$ cat config.mk
export PLATFORM = sky130hd
export DESIGN_NAME = tqvp_uart_rx_fifo_ctrl
export DESIGN_NICKNAME = d
export VERILOG_FILES = /design/src/rtl/tqvp_uart_pkg.sv /design/src/rtl/tqvp_uart_rx_fifo_mem.sv /design/src/rtl/tqvp_uart_rx_fifo_ctrl.sv
export SDC_FILE = /design/constraint.sdc
export NUM_CORES = 1
export LEC_CHECK = 0
export BUFFER_PORTS_ARGS = -buffer_cell sky130_fd_sc_hd__buf_2
export CAP_MARGIN = 10
export CORE_AREA = 2 2 73 75
export DETAILED_ROUTE_END_ITERATION = 12
export DIE_AREA = 0 0 75 77
export GPL_TIMING_DRIVEN = 0
export PLACE_DENSITY = 0.54
export SLEW_MARGIN = 20
export SYNTH_ARGS = -nofsm -noshare
export SYNTH_HDL_FRONTEND = slang
export SYNTH_HIERARCHICAL = 1
export SYNTH_SLANG_ARGS = --single-unit
$ cat constraint.sdc
create_clock -name clk -period 3.3 [get_ports clk]
set_clock_uncertainty 0.2 [all_clocks]
set_input_delay 0.495 -clock clk [delete_from_list [all_inputs] [get_ports clk]]
set_output_delay 0.495 -clock clk [all_outputs]
set_load 0.05 [all_outputs]
$ cat src/rtl/tqvp_uart_pkg.sv
// Shared types and default sizing for the tqvp UART receive path.
package tqvp_uart_pkg;

  typedef enum logic {
    S_IDLE = 1'b0,
    S_ACK  = 1'b1
  } rx_state_t;

  localparam int unsigned PAYLOAD_BITS_DFLT    = 8;
  localparam int unsigned FIFO_DEPTH_LOG2_DFLT = 2;
  localparam int unsigned FIFO_DEPTH           = 1 << FIFO_DEPTH_LOG2_DFLT;
  localparam int unsigned LEVEL_W              = FIFO_DEPTH_LOG2_DFLT + 1;

endpackage

$ cat src/rtl/tqvp_uart_rx_fifo_mem.sv
// Receive FIFO storage: register array, synchronous write, combinational read, no data reset.
module tqvp_uart_rx_fifo_mem
  import tqvp_uart_pkg::*;
#(
  parameter int unsigned DATA_W = PAYLOAD_BITS_DFLT,
  parameter int unsigned ADDR_W = FIFO_DEPTH_LOG2_DFLT
) (
  input  logic              clk,
  input  logic              we,
  input  logic [ADDR_W-1:0] waddr,
  input  logic [DATA_W-1:0] wdata,
  input  logic [ADDR_W-1:0] raddr,
  output logic [DATA_W-1:0] rdata
);

  localparam int unsigned ENTRIES = 1 << ADDR_W;

  logic [DATA_W-1:0] mem [ENTRIES];

  always_ff @(posedge clk) begin
    if (we) mem[waddr] <= wdata;
  end

  assign rdata = mem[raddr];

endmodule

$ cat src/rtl/tqvp_uart_rx_fifo_ctrl.sv
// Drains bytes from tqvp_uart_rx into a FWFT FIFO for the CPU; withholds the ack when full.
// Optional UART_RX_FIFO_THRESH_EN adds irq_thresh and a level-threshold interrupt.
module tqvp_uart_rx_fifo_ctrl
  import tqvp_uart_pkg::*;
#(
  parameter int unsigned PAYLOAD_BITS    = PAYLOAD_BITS_DFLT,
  parameter int unsigned FIFO_DEPTH_LOG2 = FIFO_DEPTH_LOG2_DFLT
) (
  input  logic                      clk,
  input  logic                      reset,
  input  logic                      rx_valid,
  input  logic [PAYLOAD_BITS-1:0]   rx_data,
  output logic                      rx_read,
  input  logic                      cpu_rd,
  input  logic                      flush,
  output logic [PAYLOAD_BITS-1:0]   cpu_data,
  output logic [FIFO_DEPTH_LOG2:0]  fifo_level,
  output logic                      fifo_empty,
  output logic                      fifo_full,
  output logic                      rx_stalled,
  output logic                      irq
`ifdef UART_RX_FIFO_THRESH_EN
  ,
  input  logic [FIFO_DEPTH_LOG2:0]  irq_thresh
`endif
);

  localparam int unsigned DEPTH = 1 << FIFO_DEPTH_LOG2;
  localparam int unsigned LVL_W = FIFO_DEPTH_LOG2 + 1;
  localparam int unsigned PTR_W = FIFO_DEPTH_LOG2;

  rx_state_t               state;
  logic [PTR_W-1:0]        wr_ptr;
  logic [PTR_W-1:0]        rd_ptr;
  logic [LVL_W-1:0]        level;
  logic [PAYLOAD_BITS-1:0] head;
  logic                    push;
  logic                    pop;
  logic                    wr_en;

  assign fifo_empty = (level == '0);
  assign fifo_full  = (level == LVL_W'(DEPTH));
  assign fifo_level = level;

  // A pop in the same cycle frees the slot, so a full FIFO can still accept.
  assign push       = (state == S_IDLE) && rx_valid && (!fifo_full || cpu_rd);
  assign pop        = cpu_rd && !fifo_empty;
  assign wr_en      = push && !flush && !reset;
  assign rx_stalled = (state == S_IDLE) && rx_valid && fifo_full && !cpu_rd;
  assign cpu_data   = fifo_empty ? '0 : head;

  tqvp_uart_rx_fifo_mem #(
    .DATA_W (PAYLOAD_BITS),
    .ADDR_W (PTR_W)
  ) u_mem (
    .clk   (clk),
    .we    (wr_en),
    .waddr (wr_ptr),
    .wdata (rx_data),
    .raddr (rd_ptr),
    .rdata (head)
  );

  // Flush clears storage state only; an ack already in flight still completes.
  always_ff @(posedge clk) begin
    if (reset) begin
      state   <= S_IDLE;
      rx_read <= 1'b0;
      wr_ptr  <= '0;
      rd_ptr  <= '0;
      level   <= '0;
    end else begin
      case (state)
        S_IDLE: begin
          if (push) begin
            state   <= S_ACK;
            rx_read <= 1'b1;
          end
        end
        S_ACK: begin
          state   <= S_IDLE;
          rx_read <= 1'b0;
        end
      endcase

      if (flush) begin
        wr_ptr <= '0;
        rd_ptr <= '0;
        level  <= '0;
      end else begin
        if (push) wr_ptr <= wr_ptr + PTR_W'(1);
        if (pop)  rd_ptr <= rd_ptr + PTR_W'(1);
        if (push && !pop)      level <= level + LVL_W'(1);
        else if (pop && !push) level <= level - LVL_W'(1);
      end
    end
  end

`ifdef UART_RX_FIFO_THRESH_EN
  logic [LVL_W-1:0] thresh_eff;

  // Zero behaves as one; anything above the depth saturates at the depth.
  always_comb begin
    thresh_eff = irq_thresh;
    if (irq_thresh == '0)                  thresh_eff = LVL_W'(1);
    else if (irq_thresh > LVL_W'(DEPTH))   thresh_eff = LVL_W'(DEPTH);
  end

  assign irq = (level >= thresh_eff);
`else
  assign irq = !fifo_empty;
`endif

endmodule

==> results list, run 1 <==
- The flow ran to the end, and the final reports show no timing, DRC or antenna violations.
- At the worst endpoint, the required time is 3320 ps.
- In this run the core area contains 26 standard-cell rows.
- 29 I/O pins were placed.
- CTS tree: yes
- The count of nets left with antenna violations once routing finished came out at 0.
* Leak: 0.000741 uW
- Count of mapped cells out of synthesis: 103
- The share of synthesized area in the top cell type comes to 0.571.
* Nets: 154
* TritonCTS Buffers: 5
- Before CTS, the worst setup slack after placement is 680 ps.
- In the final layout, the share of cells above drive strength 1 is 0.379.
- Counting every sink on the clock net gives 41.
* Full die area: 5780 sq um
- The worst setup path is of the reg2reg kind.
- After global routing the overflow that remains totals 0.
- Height of the die: 77 microns
- Clock transition at path regs: 70 ps
- For the pin with the worst max-slew slack, the measured transition is 473 ps.
- Power density over the cells: 542 nW/um^2
- Biggest area consumer among synthesized cells: edfxtp_1
- Width of the chip: 75 microns
- Time the worst path needs with I/O delays and setup: 2560 ps
- VDD sags by at most 207 uV.
- The number of antenna violations at the first check in global routing was 0.
- Detailed-placement wirelength estimate: 2080 microns
* Initial Utilization: 0.338
- Routed via count: 964
- Unique cell type count in the Yosys netlist: 29
* Area grow syn2layout: 19.7%
* Syn avg cell area: 16.3 sq um
- For this block, the routed nets add up to 2980 microns of wire.
- In this run the worst path has a maximum fanout of 7.
* Setup repair after global routing missed its margin: no
* Placer congestion estimate: 0.680
* Largest net degree at the start of global routing: 13
- The mapped netlist covers 1680 sq um.
- Before antenna repair, the detailed router went through 4 iterations.
* YS warnings: 6
* Fillcell total: 485
- Synth Register Bits: 41
- In this run the number of H-tree levels came out at 2.
- Number of diodes: 0
- Kind of start point of the critical path: flip-flop
- In the global route stage, overall resource usage came out at 0.114.
- Insertion delay of the later-clocked pin in the worst-skew pair: 290 ps
* Number of global-route vias before repair: 948
- In this run, the number of DRC markers left after iteration 0 of detailed routing was 81.
- Sequential-to-total area share from yosys stat: 0.678
- CTS max path bufs: 2
- The tree is rooted in a clkbuf_8.
- Wire length of the first global-routing pass: 4730 microns
- Number of nets in the synthesized netlist: 118
- In this run the tool buffered the top-level ports with 28 buffer cells.
- Buffers inserted to repair hold after CTS numbered 0.
- Endpoints failing setup: 0
* Synth top area cells: edfxtp_1 57%, dfxtp_1 11%, mux4_2 11%
- Post-detailed-route via-to-cell ratio: 4.59
- The worst setup path is captured at a flip-flop.
* Worst Setup Slack, final: 745 ps
- Final worst path period share: 0.774
- Fmax: 391 MHz
* Minimum setup slack among reg-to-reg paths: 740 ps
* Worst min-delay path class: in2reg
- Total DRC errors in the routed layout: 0
- The core region is 4980 sq um.
- Maximum Capacitance Violations: 0
- The count of pins over their slew limit was 0.
* Sum Neg Setup Slack: 0 ps
- Slew Limit Headroom: 0.685
- Buffers added to address setup during post-CTS repair amount to 0.
* Cts repair resizes: 0
- Signal arrival time at the worst endpoint: 2570 ps
- Per-cell routed wire length: 14.2 microns
- The count of endpoints failing hold in the final timing report came to 0.
## synth_stat cells, drive strengths merged
master,instances
or2,2
clkinv,1
nor4b,1
nor3,1
mux4,8
and3,1
fa,1
dfxtp,9
o31ai,2
xor2,3
nor2,5
and3b,2
ha,1
edfxtp,32
clkbuf,2
mux2i,1
inv,3
o21ai,3
a21oi,5
or4,1
nor3b,3
nand2,1
buf,2
nor2b,8
or3,3
nand2b,2
## final cells by class
class / instances / area, sq um / share of cell area
flip-flops and latches: 41 / 1140 / 0.566
multi-input cells: 54 / 517 / 0.257
repair buffers: 29 / 148 / 0.0733
well taps: 70 / 87.6 / 0.0435
clock buffers: 5 / 68.8 / 0.0342
plain buffers: 4 / 25.0 / 0.0124
inverters: 4 / 15.0 / 0.00745
clock inverters: 3 / 12.5 / 0.00621
## report_power, final
part	total (uW)	internal (uW)	switching (uW)
combinational	210	61.4	149
sequential	578	567	11.7
clock	304	142	162
## per-layer routing
| metal | GRT usage | up-vias | share of wire |
|---|---|---|---|
| met5 | 0 | - | 0 |
| met4 | 0.0429 | 0 | 0.016 |
| met3 | 0.0512 | 6 | 0.076 |
| met2 | 0.196 | 31 | 0.51 |
| met1 | 0.120 | 468 | 0.40 |
| li1 | - | 459 | - |
## flip-flops by register name, summed over array words and instances (netlist names)
name	flops
rd_ptr	2
state	1
rx_read	1
fifo_level	3
u_mem/mem	32
wr_ptr	2
## worst max-delay path, stage by stage, from the launching register on
cell and delay, ps:
dfxtp_1 520, nor4b_2 130, or2_2 340, inv_1 70, ha_1 190, inv_1 60
fa_1 370, xor2_1 160, or3_1 300, a21oi_1 150
## kinds of logic (layout without fill, tap and decap cells)
group           count (synthesis)  after routing  share of synthesized area
xor+xnor                        3              3                     0.0156
buf+inv                         8             45                     0.0238
simple gates                   30             30                      0.117
compound gates                 10             10                     0.0327
flops                          41             41                      0.678
fa+ha+maj                       2              2                     0.0193
mux                             9              9                      0.113
## worst paths after layout
check / from / end / cells past startpoint
max: fifo_level[0]$_SDFFE_PP0P_ / fifo_level[2]$_SDFFE_PP0P_ / 9
min: reset / rx_read$_SDFFE_PP0P_ / 2
max reg2reg: fifo_level[0]$_SDFFE_PP0P_ / fifo_level[2]$_SDFFE_PP0P_ / 9
min reg2reg: rx_read$_SDFFE_PP0P_ / rx_read$_SDFFE_PP0P_ / 2
## layout by cell type (no fill, tap or decap), drive strengths merged, types with 2 or more instances in the layout
cell type,netlist,routed
clkbuf,2,7
mux4,8,8
nand2b,2,2
o21ai,3,3
nor2,5,5
nor2b,8,8
edfxtp,32,32
clkinv,1,4
nor3b,3,3
buf,2,31
and3b,2,2
or2,2,2
a21oi,5,5
or3,3,3
inv,3,3
o31ai,2,2
dfxtp,9,9
xor2,3,3
## metrics by stage
| step | instance area [sq um] | std cells | total power [uW] | util | hold slack, ps |
|---|---|---|---|---|---|
| finish | 2010 | 210 | 1090 | 0.405 | 185 |
| detailed placement | 1930 | 202 | 803 | 0.388 | 270 |
| CTS | 2010 | 210 | 1110 | 0.405 | 176 |
| floorplan | 1690 | 103 | 748 | - | 257 |
| global placement | 1920 | 201 | 798 | 0.386 | 251 |
| global route | 2010 | 210 | 1140 | 0.405 | 187 |
(Power assumes the default switching activity.)
==> run 2: changes to the inputs <==
- ABC_AREA: not set -> 1
- CORE_AREA: 2 2 73 75 -> 2 2 78 80
- DIE_AREA: 0 0 75 77 -> 0 0 80 82
- PLACE_DENSITY: 0.54 -> 0.53
- clock period: 3.3 -> 2.55 ns (I/O delays scaled with it)
==> results list, run 2 <==
* TritonCTS Buffers: 5 (unchanged)
- The number of design-rule violations left by the first detailed-router iteration was 36 (-56%).
* Main synth FF type: edfxtp_1
- The flip-flop count of the largest register, all copies and words added came to 32 (unchanged).
- Kind of start point of the critical path: flip-flop
- CTS HTree Levels: 2 (unchanged)
- Standard-cell rows: 28 (+7.7%)
- The remaining global-route overflow came to 0 (unchanged).
- The vias per cell came to 4.15 (-9.6%).
- Area grow syn2layout: 17.9%
- Width of the chip: 80 microns (+6.7%)
- Biggest area consumer among synthesized cells: edfxtp_1
* Leading cell types by count after synthesis: 55 x inv_1, 55 x nand2_1, 32 x edfxtp_1
* CTS Hold Buffers Added: 0 (unchanged)
- The count of cells resized by post-cts repair is 0 (unchanged).
* Synth top area cells: edfxtp_1 49%, inv_1 11%, nand2_1 11%
- Time the worst path needs with I/O delays and setup: 2290 ps
- Number of nets with antenna violations after detailed routing: 0 (unchanged)
- Largest fanout on the critical path: 9 (+2)
* Height of the die: 82 microns (+6.5%)
- Number of antenna violations at the first check in global routing: 0 (unchanged)
- The number of buffers added for setup after CTS was 0 (unchanged).
- The total number of vias came to 1366 (+42%).
- Number of enable-type register cells in the synthesized netlist: 32 (unchanged)
* Fraction of synthesized cell area taken by the top area cell type: 0.494 (-0.0774)
* CTS max path bufs: 2 (unchanged)
- The post-synthesis sequential area ratio came to 0.586 (-0.0919).
* Insertion delay of the later-clocked pin in the worst-skew pair: 300 ps (about the same)
- Power density over the cells: 640 nW/um^2 (+18%)
- CTS tree: yes
* Cells along the critical path: buf_2, inv_1, nand3_1, nand2_1, inv_1, nor2_1, buf_2
- Hold Fails Final Rpt: 0 (unchanged)
* Standard cell core area: 5750 sq um (+15%)
* WS Path Type: reg2out
- The critical path required time came to 1970 ps (-1350 ps).
- Largest net degree at the start of global routing: 16 (+3)
- The number of buffers and inverters on the critical path is 4 (+2).
- The total number of cells along the worst setup path was 7 (-2).
* Minimum setup slack among reg-to-reg paths: 350 ps (-390 ps)
- Worst R2R Start: fifo_level[0]$_SDFFE_PP0P_
- Critical Path Source: rd_ptr[1]$_SDFFE_PP0P_
* Nets: 268 (+74%)
- The area taken by flip-flops and latches came to 1140 sq um (unchanged).
* Slew Limit Headroom: 0.493 (-0.192)
- Number of nets in the synthesized netlist: 233 (+97%)
* 1st-pass router iterations: 4 (unchanged)
- Dividing the final minimum period by the clock period gives 0.898.
- The ratio of cells with drive above 1 in the final layout is 0.224 (-0.154).
* DP Worst Slack: 312 ps (-368 ps)
- The kind of cell with the highest combined delay along the critical path is buffers and inverters.
- The number of I/O port buffers is 28 (unchanged).
* Peak supply drop: 257 uV (+24%)
- The cell sitting at the root of the clock tree is a clkbuf_8.
* Full die area: 6560 sq um (+14%)
- The number of global-route vias before repair was 1281 (+35%).
- Async set-reset flop share out of synthesis: 0 (unchanged)
- The number of remaining DRC errors was 0 (unchanged).
- GRT Total Usage: 0.124 (+0.00914)
* Sum Neg Setup Slack: 0 ps (unchanged)
- The detailed-placement wirelength estimate came to 2520 microns (+21%).
- Worst setup path endpoint: cpu_data[7]
- Area of combinational cells with multiple inputs: 567 sq um (+9.7%)
- Register name with the most flops: u_mem/mem
* Outcome: finished clean
- The final-report setup violation count came to 0 (unchanged).
* Setup repair after global routing missed its margin: no
- Per-cell routed wire length: 10.8 microns (-24%)
- The last weighted congestion value of the routability-driven placer came to 0.760 (+12%).
* # placed instances: 321 (+59%)
* Fmax: 437 MHz
- The mean cell area of the mapped netlist came to 8.93 sq um (-45%).
- Fillcell total: 611 (+26%)
- The slowest stage of the critical path is the dfxtp_1 cell.
- The number of flip-flops and latches in the synthesized netlist came to 41 (unchanged).
- Count of mapped cells out of synthesis: 218 (+110%)
* Max Transition Viols Final: 0 (unchanged)
- Number of standard cells in the layout, taps in and fillers out: 329 (+57%)
- The data arrival time of the critical path came to 1710 ps (-860 ps).
* Slew of the pin with the lowest slew margin: 757 ps (+284 ps)
- The delay of the slowest critical-path stage is 340 ps (-180 ps).
* I/O pin count: 29 (unchanged)
* Worst min-delay path class: in2reg
- Unique cell type count in the Yosys netlist: 24 (-17%)
* Worst Setup Slack, final: 259 ps (-485 ps)
- The wire length of the first global-routing pass was 5950 microns (+26%).
- The max-cap violation count came to 0 (unchanged).
* YS warnings: 6 (unchanged)
* Leading cell types in the layout, fill and taps excluded: 55 x inv_1, 55 x nand2_1, 32 x edfxtp_1, 29 x buf_2, 21 x nand3_1
- The leakage component of the power is 0.00107 uW (+45%).
* Capture instance of the worst register-to-register path: u_mem/mem[2][0]$_DFFE_PP_
- The worst-case hold slack was 78.5 ps (-106 ps).
- Number of diodes: 0 (unchanged)
* Total wire length: 3560 microns (+19%)
- The worst setup path is captured at a primary output.
* Initial Utilization: 0.339 (+0.000741)
- The number of clock sinks is 41 (unchanged).
- Overall power after layout: 1470 uW (+34%)
- Register-to-Register Path Depth: 6 (-3)
- Area of the mapped netlist: 1950 sq um (+16%)
- Clock transition at path regs: 80 ps (about the same)
## run 2: cell count changes in the layout (fill, tap and decap cells not counted), moves of 4 or more
cell / before / now
mux4_2: 8 / 0
inv_1: 3 / 55
nand3_1: 0 / 21
nand2_1: 1 / 55
nor2_1: 5 / 13
nor2b_1: 8 / 0
nor3_2: 0 / 4
## run 2: layout make-up
cell class,instances,area share
plain buffers,4,0.0153
clock buffers,5,0.0300
clock inverters,3,0.0109
inverters,59,0.0976
multi-input cells,114,0.247
flip-flops and latches,41,0.497
well taps,75,0.0409
repair buffers,28,0.0611
## run 2: worst min-delay path by stage
stage,startpoint,to,slack (ps),cells past startpoint
floorplan,reset,rx_read$_SDFFE_PP0P_,250,1
global placement,rx_read$_SDFFE_PP0P_,rx_read$_SDFFE_PP0P_,250,2
detailed placement,rx_read$_SDFFE_PP0P_,rx_read$_SDFFE_PP0P_,260,2
CTS,reset,state$_SDFF_PP0_,70,2
global route,reset,rx_read$_SDFFE_PP0P_,80,2
finish,reset,state$_SDFF_PP0_,80,2
## run 2: power by group
group          switching, uW  internal, uW  leakage (uW)
logic                    214          71.5      0.000667
registers               14.3           733      0.000362
clock network            238           197     0.0000447
total                    466          1000       0.00107
## run 2: logic make-up (layout without fill, tap and decap cells)
| family | after synthesis | after routing | synth area share |
|---|---|---|---|
| and+or+nand+nor | 106 | 106 | 0.245 |
| buffers and inverters | 63 | 99 | 0.133 |
| adders and majority gates | 2 | 2 | 0.0167 |
| AOI/OAI and AO/OA | 5 | 5 | 0.0148 |
| DFF | 41 | 41 | 0.586 |
| xor gates and xnor gates | 1 | 1 | 0.00450 |
## run 2: through the flow
| stage | area, sq um | utilization |
|---|---|---|
| floorplan | 1950 | - |
| finish | 2290 | 0.399 |
| detailed placement | 2200 | 0.383 |
| CTS | 2290 | 0.399 |
| global placement | 2180 | 0.380 |
| global route | 2290 | 0.399 |
## run 2: worst register-to-register path: stages (launching register included)
cell and delay [ps]:
dfxtp_1 490, nor2_4 80, nand3_2 120, nand2_4 90, nor3_1 130, inv_1 130
nor3_2 590
## run 2: layer usage
| metal | global-route usage | vias to the layer above | wire, microns |
|---|---|---|---|
| met2 | 0.212 | 20 | 1710 |
| met3 | 0.0341 | 6 | 130 |
| li1 | - | 738 | - |
| met5 | 0 | - | 0 |
| met1 | 0.149 | 602 | 1660 |
| met4 | 0.0458 | 0 | 61 |
==> run 3: changes to the inputs <==
- clock period: 2.55 -> 2.4 ns (I/O delays scaled with it)
==> results list, run 3 (synthesized netlist as in run 2, its figures left out) <==
* Outcome: finished clean
- Final worst path period share: 0.950
- Largest net degree at the start of global routing: 16 (unchanged)
* Slew Limit Headroom: 0.463 (-0.0294)
- Detailed-placement wirelength estimate: 2440 microns (-3.2%)
- Internal power: 1070 uW (+6.5%)
* CTS Hold Buffers Added: 0 (unchanged)
- WS Path Type: reg2out
- The power share of the sequential group was 0.505 (-0.004).
* Height of the die: 82 microns (unchanged)
- Maximum Capacitance Violations: 0 (unchanged)
- Width of the chip: 80 microns (unchanged)
- CTS max path bufs: 2 (unchanged)
- Clock power share: 0.301 (+0.005)
- TritonCTS built the clock tree.
- The worst-case hold slack is 58.1 ps (-20.5 ps).
* Net switching power figure: 505 uW (+8.3%)
* Peak supply drop: 288 uV (+12%)
- The clock-pin slew on the worst setup and hold paths came to 90 ps (about the same).
- Clock tree synthesis selected as its root buffer the cell clkbuf_8.
- The combinational fraction of design power is 0.194 (about the same).
* Power density over the cells: 683 nW/um^2 (+6.8%)
* Wire length of the first global-routing pass: 5850 microns (-1.7%)
* CTS HTree Levels: 2 (unchanged)
- The data arrival time of the critical path was 1720 ps (about the same).
- The remaining antenna violation count was 0 (unchanged).
- The number of filler cells placed in the layout came to 603 (-1.3%).
- Final instance area: 2300 sq um (+0.22%)
- Cts repair resizes: 0 (unchanged)
- Counting flops per register, the top entry is u_mem/mem.
- The last weighted congestion value of the routability-driven placer came to 0.707 (-7.0%).
- Minimum setup slack among reg-to-reg paths: 170 ps (-180 ps)
* Area taken by flip-flops and latches: 1140 sq um (unchanged)
- Number of diodes: 0 (unchanged)
- Leading cell types in the layout, fill and taps excluded: 55 x inv_1, 55 x nand2_1, 32 x edfxtp_1, 29 x buf_2, 21 x nand3_1
* 1st-pass router iterations: 4 (unchanged)
- Routed via count: 1383 (+1.2%)
- The maximum fanout along the worst path is 9 (unchanged).
- Sort of element at the end of the critical path: primary output
* Setup Buffers After CTS: 0 (unchanged)
- The switching share of power was 0.321 (+0.00371).
- Endpoints failing setup: 0 (unchanged)
- The delay of the slowest critical-path stage is 340 ps (about the same).
- TritonCTS Buffers: 5 (unchanged)
- The vias per cell was 4.20 (+1.2%).
- Setup repair after global routing left no endpoint under its margin.
- The number of remaining DRC errors was 0 (unchanged).
* Max Transition Viols Final: 0 (unchanged)
- The number of antenna violations at the first check in global routing came to 0 (unchanged).
- Fmax: 439 MHz
* Share of final-layout standard cells stronger than drive strength 1: 0.228 (+0.00394)
* Cells along the critical path: buf_2, inv_1, nand3_1, nand2_1, inv_1, nor2_1, buf_2
* Time the worst path needs with I/O delays and setup: 2280 ps
- The number of global-route vias before repair was 1253 (-2.2%).
- The min-delay analysis places its worst path in the category in2reg.
- Area of combinational cells with multiple inputs: 572 sq um (+0.88%)
* Count of buffers from port buffering: 28 (unchanged)
- The number of design-rule violations left by the first detailed-router iteration came to 36 (unchanged).
* Standard cell core area: 5750 sq um (unchanged)
- Full die area: 6560 sq um (unchanged)
- Nets: 268 (unchanged)
- The source-to-sink clock delay at the later pin of the worst-skew pair is 300 ps (about the same).
- Compared with the post-synthesis result, the final layout area differs by 18.1%.
- The number of cells after detailed placement was 321 (unchanged).
* Slew of the pin with the lowest slew margin: 801 ps (+43.9 ps)
- The worst setup path is launched from a flip-flop.
- The wire length after detailed routing is 3560 microns (+0.11%).
* Hold Fails Final Rpt: 0 (unchanged)
- Number of standard cells in the layout, taps in and fillers out: 329 (unchanged)
- Per-cell routed wire length: 10.8 microns (+0.11%)
- Initial Utilization: 0.339 (unchanged)
- The total global-route track usage came to 0.122 (-0.00179).
- The I/O pin count is 29 (unchanged).
* Leak: 0.00108 uW (+0.23%)
- Overall power after layout: 1570 uW (+7.1%)
- Sink Count: 41 (unchanged)
- The remaining global-route overflow was 0 (unchanged).
- The flip-flop count of the largest register, all copies and words added was 32 (unchanged).
- Required time of the critical path: 1840 ps (-130 ps)
- Max stage delay cell, worst path: dfxtp_1
- The row count is 28 (unchanged).
- The post-detailed-placement cell area is 2210 sq um (+0.23%).
-- run 3: changes by cell type in the layout (fill, tap and decap cells not counted), sizes merged --
cell | before | now
clkinv | 1 | 0
inv | 60 | 61
-- run 3: worst paths after layout --
kind / from / endpoint / cells past startpoint
setup / recovery: rd_ptr[1]$_SDFFE_PP0P_ / cpu_data[3] / 7
hold / removal: reset / rx_read$_SDFFE_PP0P_ / 2
hold reg to reg: rx_read$_SDFFE_PP0P_ / rx_read$_SDFFE_PP0P_ / 2
setup reg to reg: fifo_level[0]$_SDFFE_PP0P_ / u_mem/mem[1][0]$_DFFE_PP_ / 6
-- run 3: stage by stage --
step / worst slack (ps) / TNS [ps] / utilization
2_1_floorplan: -214 / -1760 / -
3_3_place_gp: 139 / 0 / 0.384
3_5_place_dp: 151 / 0 / 0.384
4_1_cts: 83.7 / 0 / 0.400
5_1_grt: 1.56 / 0 / 0.400
6_report: 120 / 0 / 0.400
-- run 3: cell type report --
type	count	area share
Sequential cell	41	0.496
Multi-Input combinational cell	114	0.249
Timing Repair Buffer	28	0.0609
Inverter	59	0.0974
Clock buffer	5	0.0299
Clock inverter	3	0.0109
Buffer	4	0.0152
Tap cell	75	0.0408
-- run 3: routing by layer --
layer	track usage	routed length (microns)
met3	0.0264	163
met1	0.149	1630
met5	0	0
met4	0.0627	75
met2	0.203	1690
-- run 3: critical path, delay by kind of cell (launching register included) --
kind | cells | cell delay [ps]
simple gates | 3 | 300
buf+inv | 4 | 770
flops | 1 | 340
-- run 3: power groups by stage --
stage	registers (uW)	clock network [uW]	logic [uW]
6_report	794	473	305
5_1_grt	796	509	335
4_1_cts	794	482	310
3_5_place_dp	810	0	309
3_3_place_gp	810	0	307
2_1_floorplan	831	0	212
